===== src/rtl/ifetch_pkg.sv =====
// Shared types and helpers for the instruction-fetch front end.
package ifetch_pkg;

    typedef enum logic [1:0] {
        IDLE   = 2'd0,
        REFILL = 2'd1,
        HALT   = 2'd2
    } fetch_state_t;

    typedef struct packed {
        logic [31:0] pc;
        logic [31:0] ins;
    } fq_entry_t;

    // Number of byte-offset bits inside one refill line.
    function automatic int line_off(input int line_bits);
        return $clog2(line_bits / 8);
    endfunction

endpackage


===== src/rtl/ifetch_fifo.sv =====
// Prefetch queue: QDEPTH x fq_entry_t, show-ahead head, single-cycle flush.
module ifetch_fifo
    import ifetch_pkg::*;
#(
    parameter int QDEPTH = 4
) (
    input  logic      sys_clk,
    input  logic      rst_n,
    input  logic      i_flush,
    input  logic      i_push,
    input  logic      i_pop,
    input  fq_entry_t i_data,
    output fq_entry_t o_head,
    output logic      o_full,
    output logic      o_empty
);
    localparam int PW = $clog2(QDEPTH);
    localparam int CW = $clog2(QDEPTH + 1);

    fq_entry_t     r_mem [QDEPTH];
    logic [PW-1:0] r_wr_ptr;
    logic [PW-1:0] r_rd_ptr;
    logic [CW-1:0] r_count;
    logic          w_push;
    logic          w_pop;

    assign w_push  = i_push && !o_full;
    assign w_pop   = i_pop && !o_empty;
    assign o_empty = (r_count == '0);
    assign o_full  = (r_count == CW'(QDEPTH));
    assign o_head  = r_mem[r_rd_ptr];

    // Pointer and occupancy bookkeeping; flush empties the queue in one cycle.
    always_ff @(posedge sys_clk or negedge rst_n) begin
        // NOTE: state registers use non-blocking assignments so every flop samples pre-edge values.
        if (!rst_n) begin
            r_wr_ptr <= '0;
            r_rd_ptr <= '0;
            r_count  <= '0;
        end else if (i_flush) begin
            r_wr_ptr <= '0;
            r_rd_ptr <= '0;
            r_count  <= '0;
        end else begin
            if (w_push) r_wr_ptr <= r_wr_ptr + PW'(1);
            if (w_pop)  r_rd_ptr <= r_rd_ptr + PW'(1);
            if (w_push && !w_pop)      r_count <= r_count + CW'(1);
            else if (!w_push && w_pop) r_count <= r_count - CW'(1);
        end
    end

    // Entry storage; contents are only read through a valid count.
    always_ff @(posedge sys_clk) begin
        // NOTE: storage array is deliberately not reset; r_count alone decides what is valid.
        if (w_push && !i_flush) r_mem[r_wr_ptr] <= i_data;
    end

endmodule


===== src/rtl/ifetch_pq.sv =====
// Instruction-fetch front end: sequential fetch from a one-line buffer,
// line refill on miss, redirect flush and halt at a fixed address.
module ifetch_pq
    import ifetch_pkg::*;
#(
    parameter logic [31:0] RESET_PC  = 32'h0000_1000,
    parameter logic [31:0] HALT_PC   = 32'h0000_8000,
    parameter int          LINE_BITS = 256,
    parameter int          QDEPTH    = 4
) (
    input  logic                 sys_clk,
    input  logic                 rst_n,
    input  logic                 redirect,
    input  logic [31:0]          redirect_pc,
    input  logic                 deq_ready,
    output logic                 deq_valid,
    output logic [31:0]          ins_out,
    output logic [31:0]          pc_out,
    output logic [31:0]          next_pc_out,
    output logic                 mem_req,
    output logic [31:0]          mem_addr,
    input  logic                 mem_done,
    input  logic [LINE_BITS-1:0] mem_data,
    output logic                 halted
);
    localparam int OFF = line_off(LINE_BITS);

    fetch_state_t         r_state;
    logic [31:0]          r_fetch_pc;
    logic [31:0]          r_mem_addr;
    logic                 r_lb_valid;
    logic [31:OFF]        r_lb_tag;
    logic [LINE_BITS-1:0] r_lb_data;

    fetch_state_t w_next_state;
    logic [31:0]  w_next_pc;
    logic [31:0]  w_redirect_target;
    logic [31:0]  w_lb_word;
    logic         w_hit;
    logic         w_push;
    logic         w_pop;
    logic         w_start_refill;
    logic         w_fill;
    logic         w_full;
    logic         w_empty;
    fq_entry_t    w_head;

    assign w_redirect_target = redirect_pc & ~32'h3;
    assign w_hit     = r_lb_valid && (r_lb_tag == r_fetch_pc[31:OFF]);
    assign w_lb_word = r_lb_data[{r_fetch_pc[OFF-1:2], 5'b0_0000} +: 32];
    assign w_pop     = deq_valid && deq_ready && !redirect;

    // Next-state, fetch-address and queue-push decisions; redirect overrides everything.
    always_comb begin
        // NOTE: every output of this block gets a default first, so no path can infer a latch.
        w_next_state   = r_state;
        w_next_pc      = r_fetch_pc;
        w_push         = 1'b0;
        w_start_refill = 1'b0;
        w_fill         = 1'b0;
        case (r_state)
            IDLE: begin
                if (r_fetch_pc == HALT_PC) begin
                    w_next_state = HALT;
                end else if (w_hit) begin
                    if (!w_full) begin
                        w_push    = 1'b1;
                        w_next_pc = r_fetch_pc + 32'd4;
                    end
                end else begin
                    w_next_state   = REFILL;
                    w_start_refill = 1'b1;
                end
            end
            REFILL: begin
                if (mem_done) begin
                    w_fill       = 1'b1;
                    w_next_state = IDLE;
                end
            end
            HALT:    w_next_state = HALT;
            default: w_next_state = IDLE;
        endcase
        // An outstanding refill is always completed, so REFILL survives a redirect.
        if (redirect) begin
            w_push         = 1'b0;
            w_start_refill = 1'b0;
            w_next_pc      = w_redirect_target;
            if (r_state != REFILL || mem_done) w_next_state = IDLE;
        end
    end

    // FSM, fetch PC, refill address and line-buffer tag registers.
    always_ff @(posedge sys_clk or negedge rst_n) begin
        if (!rst_n) begin
            r_state    <= IDLE;
            r_fetch_pc <= RESET_PC;
            r_mem_addr <= '0;
            r_lb_valid <= 1'b0;
            r_lb_tag   <= '0;
        end else begin
            r_state    <= w_next_state;
            r_fetch_pc <= w_next_pc;
            if (w_start_refill) r_mem_addr <= {r_fetch_pc[31:OFF], {OFF{1'b0}}};
            if (w_fill) begin
                r_lb_valid <= 1'b1;
                r_lb_tag   <= r_mem_addr[31:OFF];
            end
        end
    end

    // Line-buffer data; qualified by r_lb_valid, so it needs no reset.
    always_ff @(posedge sys_clk) begin
        if (w_fill) r_lb_data <= mem_data;
    end

    ifetch_fifo #(.QDEPTH(QDEPTH)) u_fifo (
        .sys_clk (sys_clk),
        .rst_n   (rst_n),
        .i_flush (redirect),
        .i_push  (w_push),
        .i_pop   (w_pop),
        .i_data  ('{pc: r_fetch_pc, ins: w_lb_word}),
        .o_head  (w_head),
        .o_full  (w_full),
        .o_empty (w_empty)
    );

    assign deq_valid   = !w_empty;
    assign ins_out     = w_empty ? 32'd0 : w_head.ins;
    assign pc_out      = w_empty ? 32'd0 : w_head.pc;
    assign next_pc_out = w_empty ? 32'd0 : w_head.pc + 32'd4;
    assign mem_req     = (r_state == REFILL);
    assign mem_addr    = r_mem_addr;
    assign halted      = (r_state == HALT) && w_empty;

endmodule


===== config.mk =====
export PLATFORM = sky130hd
export DESIGN_NAME = ifetch_pq
export DESIGN_NICKNAME = d
export VERILOG_FILES = /design/src/rtl/ifetch_pkg.sv /design/src/rtl/ifetch_fifo.sv /design/src/rtl/ifetch_pq.sv
export SDC_FILE = /design/constraint.sdc
export NUM_CORES = 1
export LEC_CHECK = 0
export BUFFER_PORTS_ARGS = -buffer_cell sky130_fd_sc_hd__buf_2
export CAP_MARGIN = 20
export CORE_MARGIN = 5
export CORE_UTILIZATION = 40
export DETAILED_ROUTE_END_ITERATION = 8
export PLACE_DENSITY = 0.58
export SKIP_CTS_REPAIR_TIMING = 1
export SYNTH_ARGS = -nofsm -noshare
export SYNTH_HDL_FRONTEND = slang
export SYNTH_SLANG_ARGS = --single-unit

===== constraint.sdc =====
create_clock -name sys_clk -period 8.19 [get_ports sys_clk]
set_input_delay 1.638 -clock sys_clk [delete_from_list [all_inputs] [get_ports sys_clk]]
set_output_delay 1.638 -clock sys_clk [all_outputs]
set_load 0.1 [all_outputs]

==> impl_metrics.json, run 1 <==
{
  "outcome": "finished, final reports clean",
  "crit_path_end_kind": "primary output",
  "placedCellCount": 2571,
  "rows": 91,
  "numCtsBuffers": 67,
  "drv_cap": 0,
  "fin_area_sq_mm": 0.0299,
  "hold_viol_final": 0,
  "wirelength_microns": 59500,
  "die_w_microns": 259,
  "crit_path_cell_trace": "mux4_2 > ha_1 > nand4_1 > or4_1 > nor4_1 > xor2_1 > nor2_1 > buf_2",
  "antenna_found_initial": 9,
  "gp_congestion": 0.810,
  "cp_slowest_cell": "dfrtp_4",
  "criticalPathCategory": "reg2out",
  "leakage_nw": 10.7,
  "grt_overflow": 0,
  "worst_slew_pin_slew_ps": 1090,
  "fillers": 5248,
  "slew_violations": 0,
  "drc": 0,
  "synth_area_sq_mm": 0.0249,
  "fin_setup_tns_ps": 0,
  "place_hpwl_microns": 39500,
  "fin_skew_ps": 20.2,
  "clk_pin_slew_ps": 70,
  "grt_pass1_wl_microns": 89100,
  "drt_iter0_markers": 816,
  "cp.required_ps": 6550,
  "coreArea_sq_mm": 0.0616,
  "stdcell_count": 2697,
  "cts_sinks": 598,
  "grt_max_degree": 128,
  "via_per_inst": 5.14,
  "clock_latency_ps": 600,
  "die-area_sq_mm": 0.0672,
  "synth_edf_count": 504,
  "setup_viol": 0,
  "syn_inst": 1386,
  "area_delta_synth_final_pct": 20.1,
  "finalCritPeriodShare_pct": 71.9,
  "drtPass1Iterations": 5,
  "cts.htree.levels": 3,
  "period_minus_slack_ps": 5890,
  "drive_gt1_share_pct": 40.9,
  "avgSynthCellArea_sq_um": 17.9,
  "hold_class": "reg2reg",
  "p_per_area_mw_per_mm2": 274,
  "synthArstFlopShare_pct": 15.7,
  "vdd_drop_max_uv": 133,
  "ios": 424,
  "rsz0062_at_grt": "no",
  "hold_slack_ps": 509,
  "startpoint_type": "flip-flop",
  "start_util_pct": 40.4,
  "layout.nets": 2105,
  "ys_ff_latch": 598,
  "ys_seq_area_share_pct": 70.3,
  "wl_per_cell_microns": 22.0,
  "dr_total_vias": 13900,
  "max_clock_freq_mhz": 170,
  "gr-usage-all-layers_pct": 17.5,
  "antenna_left": 0,
  "ys.flop_type": "edfxtp_1",
  "cts_buffer_depth": 3,
  "crit_fanout": 64,
  "maxSlewHeadroom_pct": 27.3,
  "arrival_ps": 4250,
  "grt_pass1_vias": 14900,
  "synthDistinctLibCells": 65,
  "root_buffer": "clkbuf_16",
  "die_h_microns": 259,
  "dpl-instance-area_sq_mm": 0.0277,
  "cts_tree": "done",
  "yosys_warnings": 0,
  "port-buffer-count": 412,
  "cpPeakStageDelay_ps": 1150
}
-- path summary, 6_finish.rpt --
kind | from | endpoint | slack, ps | depth (start not counted)
max reg2reg | r_fetch_pc[6]$_DFFE_PN0P_ | u_fifo.r_mem[2][36]$_DFFE_PP_ | 4270 | 6
max in group asynchronous | rst_n | r_fetch_pc[2]$_DFFE_PN0P_ | 5920 | 2
min | r_lb_valid$_DFFE_PN0P_ | r_lb_valid$_DFFE_PN0P_ | 510 | 1
min reg2reg | r_lb_valid$_DFFE_PN0P_ | r_lb_valid$_DFFE_PN0P_ | 510 | 1
min in group asynchronous | rst_n | r_fetch_pc[25]$_DFFE_PN0P_ | 970 | 1
max | u_fifo.r_rd_ptr[1]$_DFFE_PN0P_ | next_pc_out[30] | 2300 | 8
-- synth_stat cells, drive strengths merged (2+ instances only) --
cell / n / share of area, %
edfxtp: 504 / 61
nor3b: 3 / 0.091
or3: 7 / 0.18
a311o: 2 / 0.081
a21oi: 7 / 0.14
nand4b: 5 / 0.18
clkbuf: 39 / 0.67
and2: 70 / 1.8
and4: 11 / 0.41
nor2: 58 / 0.88
buf: 50 / 1.2
nor4b: 5 / 0.18
o311ai: 3 / 0.11
nand2b: 8 / 0.20
xor2: 24 / 0.85
o21ai: 17 / 0.34
nor2b: 12 / 0.30
ha: 7 / 0.35
nor4: 13 / 0.44
a31oi: 4 / 0.10
xnor2: 40 / 1.6
or4: 8 / 0.24
inv: 18 / 0.27
mux2i: 7 / 0.28
a22o: 3 / 0.11
nand3: 30 / 0.60
o211ai: 3 / 0.091
nand2: 45 / 0.68
dfrtp: 93 / 9.4
nand4: 31 / 0.78
nor3: 18 / 0.40
and3: 5 / 0.13
mux4: 125 / 11
a22oi: 4 / 0.12
a211o: 4 / 0.14
mux2: 87 / 3.9
-- cell type report --
| cell class | count | area (sq um) | area share, % |
|---|---|---|---|
| sequential | 598 | 17500 | 58.6 |
| timing repair buffer | 431 | 2210 | 7.41 |
| clock buffer | 92 | 1780 | 5.96 |
| multi-input combinational | 688 | 6890 | 23.1 |
| clock inverter | 28 | 328 | 1.10 |
| tap | 837 | 1050 | 3.51 |
| antenna | 5 | 12.5 | 0.0419 |
| inverter | 18 | 75.1 | 0.251 |
-- cell usage in the layout, fill, tap and decap left out, types with 16 or more instances in the layout --
| master | count |
|---|---|
| dfrtp_1 | 88 |
| clkbuf_1 | 24 |
| inv_1 | 16 |
| nor2_1 | 58 |
| mux4_2 | 125 |
| xor2_1 | 24 |
| nand4_1 | 31 |
| and2_1 | 65 |
| mux2_2 | 87 |
| edfxtp_1 | 504 |
| clkbuf_16 | 67 |
| nand3_1 | 30 |
| xnor2_1 | 36 |
| nand2_1 | 45 |
| buf_2 | 411 |
| buf_4 | 19 |
-- through the flow --
stage | setup WS [ps] | power, mW | utilization, %
detailed placement | 2870 | 5.42 | 45.0
global route | 2100 | 8.49 | 48.5
floorplan | 92.6 | 5.03 | -
global placement | 2950 | 5.39 | 45.0
CTS | 2220 | 8.28 | 48.4
finish | 2300 | 8.17 | 48.5
-- sequential cells by signal, indices dropped and copies added, names as in the netlist --
| signal | count |
|---|---|
| u_fifo.r_count | 3 |
| mem_addr | 27 |
| u_fifo.r_wr_ptr | 2 |
| r_lb_valid | 1 |
| r_lb_tag | 27 |
| r_lb_data | 256 |
| r_state | 2 |
| u_fifo.r_mem | 248 |
| u_fifo.r_rd_ptr | 2 |
| r_fetch_pc | 30 |
-- critical path: cells and delay by family (launching register included) --
family                     cells  cell delay (ps)
and+or+nand+nor                4             1250
buffers and inverters          1              430
DFF                            1             1150
muxes                          1              430
adders and majority gates      1              230
xor gates and xnor gates       1              120
-- routing by layer --
layer	global-route usage, %	vias to the layer above	part of all wire [%]
met5	0	-	0.087
met4	5.89	8	3.0
li1	-	6275	-
met1	22.3	7043	41
met3	4.66	97	6.7
met2	29.3	431	49
-- where the power goes --
| group | total (mW) | switching, mW | internal, mW |
|---|---|---|---|
| clock | 2.83 | 1.21 | 1.62 |
| sequential | 3.74 | 0.174 | 3.57 |
| combinational | 1.60 | 1.14 | 0.460 |
| total | 8.17 | 2.53 | 5.65 |
-- logic make-up after synthesis --
group | Yosys count | share of synthesized area, %
other | 1 | 0.0151
XOR/XNOR | 64 | 2.42
flip-flops | 598 | 70.3
adder cells (fa/ha/maj) | 8 | 0.433
buffers and inverters | 108 | 2.16
multiplexers | 219 | 15.5
AND/OR/NAND/NOR | 334 | 7.62
AO/OA/AOI/OAI | 54 | 1.47
Power figures use the tool's default switching activity.
==> run 2: changes to the inputs <==
ABC_AREA = 1   (was default)
clock period = 5.8 ns   (was 8.19 ns; I/O delays follow)
==> impl_metrics.json, run 2 <==
{
  "finalCritPeriodShare_pct": 90.5,
  "wirelength_microns": 77400,
  "gr-usage-all-layers_pct": 21.0,
  "start_util_pct": 40.3,
  "cts_tree": "done",
  "crit_fanout": 95,
  "hold_end": "mem_addr[24]$_DFFE_PN0P_",
  "setup_slack_ps": 549,
  "fin_setup_tns_ps": 0,
  "worst_slew_pin_slew_ps": 1110,
  "outcome": "finished, final reports clean",
  "dr_total_vias": 19800,
  "crit_path_cell_trace": "inv_6 > nand2_1 > nand3_1 > nand2_1 > inv_1 > ha_1 > inv_1 > nor2_1 > nand2_1 > nor2_2 > nand3_1 > o21ai_1 > nand2_1 > nor2_1 > buf_2",
  "arrival_ps": 4090,
  "drive_gt1_share_pct": 20.3,
  "drt_iter0_markers": 1502,
  "gp_congestion": 0.958,
  "dp_slack_ps": 1160,
  "die_h_microns": 267,
  "vdd_drop_max_uv": 382,
  "antenna_left": 0,
  "grt_overflow": 0,
  "port-buffer-count": 412,
  "slew_violations": 0,
  "syn_inst": 2584,
  "yosys_warnings": 0,
  "via_per_inst": 5.10,
  "synth_most_common_cell": "nand2_1",
  "synth_edf_count": 504,
  "clk_pin_slew_ps": 60,
  "reg2reg_to": "u_fifo.r_mem[3][34]$_DFFE_PP_",
  "clock_latency_ps": 600,
  "startpoint_type": "flip-flop",
  "ys.flop_type": "edfxtp_1",
  "fin_util_pct": 47.6,
  "layout_common_cells": "nand2_1 (562), nor2_1 (513), edfxtp_1 (504)",
  "cpLargestDelayFamily": "buffers and inverters",
  "grt_pass1_vias": 19100,
  "max_clock_freq_mhz": 190,
  "fin_skew_ps": 28.8,
  "die_w_microns": 267,
  "root_buffer": "clkbuf_16",
  "synth_area_sq_mm": 0.0264,
  "wl_per_cell_microns": 19.9,
  "cp.required_ps": 4640,
  "layout.nets": 3257,
  "largest_reg_flops": 256,
  "leakage_nw": 12.6,
  "synthTopCellsByArea": "edfxtp_1 (57%), dfrtp_1 (8.8%), nand2_1 (8.0%)",
  "largest_register": "r_lb_data",
  "area_delta_synth_final_pct": 18.2,
  "ys_seq_area_share_pct": 66.1,
  "stdcell_count": 3882,
  "hold_class": "reg2reg",
  "holdPathStages": 2,
  "cp_num_buf_inv": 4,
  "synth_largest_type_area_fraction_pct": 57.2,
  "rrSetupSlack_ps": 2140,
  "avgSynthCellArea_sq_um": 10.2,
  "rows": 94,
  "min_from": "mem_addr[24]$_DFFE_PN0P_",
  "cpPeakStageDelay_ps": 700,
  "criticalPathCategory": "reg2out",
  "grt_pass1_wl_microns": 115000,
  "crit_path_end_kind": "primary output",
  "final_common_cell": "nand2_1",
  "synthArstFlopShare_pct": 15.7,
  "p_per_area_mw_per_mm2": 485,
  "rsz0062_at_grt": "no",
  "numCtsBuffers": 66,
  "coreArea_sq_mm": 0.0656,
  "drv_cap": 0,
  "yosysTopAreaCell": "edfxtp_1",
  "cts.htree.levels": 3,
  "drtPass1Iterations": 5,
  "period_minus_slack_ps": 5250,
  "synthDistinctLibCells": 45,
  "drc": 0,
  "die-area_sq_mm": 0.0714,
  "ys_ff_latch": 598,
  "ios": 424,
  "cts_sinks": 598,
  "synth_commonest_cells": "nand2_1 (562), nor2_1 (513), edfxtp_1 (504), o21ai_0 (246), nand3_1 (125)",
  "place_hpwl_microns": 53800,
  "cp_common_cell": "nand2_1",
  "placedCellCount": 3751,
  "maxSlewHeadroom_pct": 26.0,
  "reg2reg_depth": 11,
  "reg_top3": "r_lb_data (256), u_fifo.r_mem (248), r_fetch_pc (30)",
  "r2r_start": "r_fetch_pc[28]$_DFFE_PN0P_",
  "cp_slowest_cell": "dfrtp_4",
  "hold_viol_final": 0,
  "antenna_found_initial": 17,
  "grt_max_degree": 148,
  "cts_buffer_depth": 3,
  "setup_viol": 0
}
==> run 2: changes by cell type in the layout (fill, tap and decap cells not counted), sizes merged, moves of 32 or more <==
cell	before	now
nand2	45	572
nor2	58	530
o21ai	17	251
mux4	125	0
inv	21	130
nand3	30	135
mux2	87	0
and2	70	1
a21oi	7	45
xnor2	40	4
a31oi	4	36
o22ai	0	32
==> run 2: through the flow <==
stage	hold WS [ps]	power [mW]	area (sq um)
4_1_cts	498	15.3	31200
5_1_grt	512	15.8	31300
6_report	496	15.2	31300
2_1_floorplan	452	9.96	26500
3_3_place_gp	475	11.3	29200
3_5_place_dp	485	11.3	29200
==> run 2: how the worst max path moves through the flow <==
stage	to	cells after the start	from
global placement	next_pc_out[20]	15	u_fifo.r_rd_ptr[0]$_DFFE_PN0P_
global route	next_pc_out[20]	15	u_fifo.r_rd_ptr[0]$_DFFE_PN0P_
detailed placement	next_pc_out[20]	15	u_fifo.r_rd_ptr[0]$_DFFE_PN0P_
CTS	next_pc_out[20]	15	u_fifo.r_rd_ptr[0]$_DFFE_PN0P_
finish	next_pc_out[20]	15	u_fifo.r_rd_ptr[0]$_DFFE_PN0P_
floorplan	u_fifo.r_mem[0][0]$_DFFE_PP_	11	r_fetch_pc[2]$_DFFE_PN0P_
==> run 2: worst min-delay path: cells and delay by family (launching register included) <==
family	cells	cell delay (ps)
AND/OR/NAND/NOR	2	110
flip-flops	1	360
==> run 2: power by group <==
part	switching, mW	total, mW	internal (mW)	leakage (nW)
combinational	4.96	5.90	0.936	5.83
clock	1.68	3.96	2.28	0.990
sequential	0.250	5.30	5.05	5.82
==> run 2: per-layer routing <==
layer	wire [microns]	global-route usage, %	share of wire [%]	vias to the layer above
li1	-	-	-	9515
met1	32700	28.2	42	9470
met2	36900	34.1	48	671
met3	5850	4.90	7.6	110
met4	1840	6.70	2.4	14
met5	91	0	0.12	-
==> run 2: kinds of logic (layout without fill, tap and decap cells) <==
family | count (synthesis) | after routing | share of synthesized area (%)
simple gates | 1294 | 1294 | 20.1
buf+inv | 279 | 694 | 4.75
mux | 1 | 1 | 0.0852
compound gates | 373 | 373 | 7.49
other cells | 1 | 20 | 0.0142
xor+xnor | 30 | 30 | 0.994
fa+ha+maj | 8 | 8 | 0.407
flops | 598 | 598 | 66.1
==> run 2: cell type report <==
| cell class | count | area, sq um |
|---|---|---|
| Multi-Input combinational cell | 1715 | 7750 |
| Timing Repair Buffer | 446 | 2350 |
| Sequential cell | 598 | 17500 |
| Antenna cell | 11 | 27.5 |
| Tap cell | 864 | 1080 |
| Fill cell | 6133 | 34400 |
| Inverter | 129 | 498 |
| Clock inverter | 34 | 272 |
| Clock buffer | 85 | 1790 |
==> run 3: changes to the inputs <==
CORE_UTILIZATION = 57   (was 40)
CTS_CLUSTER_SIZE = 28   (was default)
PLACE_DENSITY = 0.78   (was 0.58)
REMOVE_ABC_BUFFERS = 1   (was default)
==> impl_metrics.json, run 3 (synthesis gave the netlist of run 2 again) <==
{
  "comb_power_share_pct": 38.9,
  "slew_violations": 0,
  "largest_reg_flops": 256,
  "drive_gt1_share_pct": 20.2,
  "startpoint_type": "flip-flop",
  "grt_overflow": 0,
  "p_sw_mw": 6.72,
  "layout.nets": 3245,
  "cp.required_ps": 4640,
  "fin_area_sq_mm": 0.0308,
  "finalCritPeriodShare_pct": 88.6,
  "holdPathStages": 1,
  "grt_pass1_vias": 19600,
  "reg2reg_to": "u_fifo.r_count[2]$_DFFE_PN0P_",
  "met3_length_microns": 5410,
  "numCtsBuffers": 60,
  "fin_util_pct": 66.7,
  "p_clk_share_pct": 25.7,
  "seq_power_share_pct": 35.4,
  "r2r_start": "r_fetch_pc[2]$_DFFE_PN0P_",
  "power_mw": 14.9,
  "die_h_microns": 225,
  "setup_viol": 0,
  "internal_power_mw": 8.20,
  "final_common_cell": "nand2_1",
  "fin_skew_ps": 39.6,
  "leakage_nw": 12.6,
  "wl_met2_microns": 34500,
  "clk_pin_slew_ps": 60,
  "hold_end": "r_state[0]$_DFF_PN0_",
  "grt_pass1_wl_microns": 106000,
  "fillers": 3482,
  "dr_total_vias": 20000,
  "antenna_left": 0,
  "period_minus_slack_ps": 5140,
  "gr-usage-all-layers_pct": 26.5,
  "cts_tree": "done",
  "gp_congestion": 0.937,
  "cts_buffer_depth": 3,
  "antenna_found_initial": 4,
  "die-area_sq_mm": 0.0508,
  "crit_fanout": 99,
  "drt_iter0_markers": 1950,
  "arrival_ps": 3980,
  "crit_path_end_kind": "primary output",
  "start_util_pct": 57.2,
  "wirelength_microns": 69500,
  "maxSlewHeadroom_pct": 34.9,
  "die_w_microns": 225,
  "setup_slack_ps": 659,
  "reg_top3": "r_lb_data (256), u_fifo.r_mem (248), r_fetch_pc (30)",
  "coreArea_sq_mm": 0.0463,
  "fin_setup_tns_ps": 0,
  "outcome": "finished, final reports clean",
  "worst_slew_pin_slew_ps": 976,
  "place_hpwl_microns": 45600,
  "top_layer": "met4",
  "via_per_inst": 5.55,
  "area_delta_synth_final_pct": 16.7,
  "root_buffer": "clkbuf_16",
  "rsz0062_at_grt": "no",
  "port-buffer-count": 412,
  "reg2reg_depth": 14,
  "hold_viol_final": 0,
  "min_from": "r_state[1]$_DFF_PN0_",
  "drtPass1Iterations": 6,
  "wl_per_cell_microns": 19.3,
  "drc": 0,
  "vdd_drop_max_uv": 869,
  "drv_cap": 0,
  "cts_sinks": 598,
  "ios": 424,
  "rows": 79,
  "clock_latency_ps": 630,
  "hold_slack_ps": 490,
  "placedCellCount": 3489,
  "grt_max_degree": 165,
  "p_per_area_mw_per_mm2": 483,
  "cts.htree.levels": 2,
  "wl_met1_microns": 27700,
  "stdcell_count": 3607,
  "switching_share_pct": 45.0,
  "rrSetupSlack_ps": 2030,
  "dp_slack_ps": 1290,
  "layout_common_cells": "nand2_1 (562), nor2_1 (513), edfxtp_1 (504)",
  "criticalPathCategory": "reg2out",
  "max_clock_freq_mhz": 195,
  "largest_register": "r_lb_data",
  "hold_class": "reg2reg",
  "dpl-instance-area_sq_mm": 0.0289
}
-- run 3: worst max-delay path, stage by stage (launching register included) --
cell,delay [ps]
dfrtp_4,600
inv_6,500
buf_4,450
nand2_1,80
nand2_1,70
nand2_1,60
nand2_1,340
nand3_1,180
inv_1,100
nand2_1,60
nor2_1,150
nand2_1,70
nand2_1,60
nand2_1,80
nor2_1,90
buf_2,430
-- run 3: worst max-delay path by stage --
stage	from	slack [ps]	end	depth (start not counted)
after global placement	u_fifo.r_rd_ptr[0]$_DFFE_PN0P_	1350	next_pc_out[31]	15
after global routing	u_fifo.r_rd_ptr[0]$_DFFE_PN0P_	390	next_pc_out[31]	15
final	u_fifo.r_rd_ptr[0]$_DFFE_PN0P_	660	next_pc_out[31]	15
after detailed placement	u_fifo.r_rd_ptr[0]$_DFFE_PN0P_	1290	next_pc_out[31]	15
after CTS	u_fifo.r_rd_ptr[0]$_DFFE_PN0P_	630	next_pc_out[31]	15
after floorplan	r_fetch_pc[2]$_DFFE_PN0P_	-5140	u_fifo.r_mem[0][0]$_DFFE_PP_	7
-- run 3: routing by layer --
metal | vias to the layer above | global-route usage [%]
met1 | 9575 | 35.2
met5 | - | 0
li1 | 9468 | -
met2 | 848 | 44.8
met4 | 0 | 8.34
met3 | 139 | 5.22
-- run 3: power groups by stage --
stage | clock network [mW] | logic [mW] | registers (mW)
2_1_floorplan | 0 | 4.17 | 5.70
3_3_place_gp | 0 | 5.70 | 5.35
3_5_place_dp | 0 | 5.78 | 5.37
4_1_cts | 3.89 | 5.80 | 5.28
5_1_grt | 4.07 | 6.13 | 5.31
6_report | 3.83 | 5.79 | 5.29
-- run 3: area by class of cell --
class / count / area (sq um) / share of cell area, %
tap: 607 / 759 / 2.46
clock buffer: 72 / 1600 / 5.18
multi-input combinational: 1715 / 7750 / 25.1
inverter: 129 / 499 / 1.62
clock inverter: 42 / 375 / 1.22
antenna: 4 / 10.0 / 0.0324
sequential: 598 / 17500 / 56.7
timing repair buffer: 440 / 2350 / 7.63
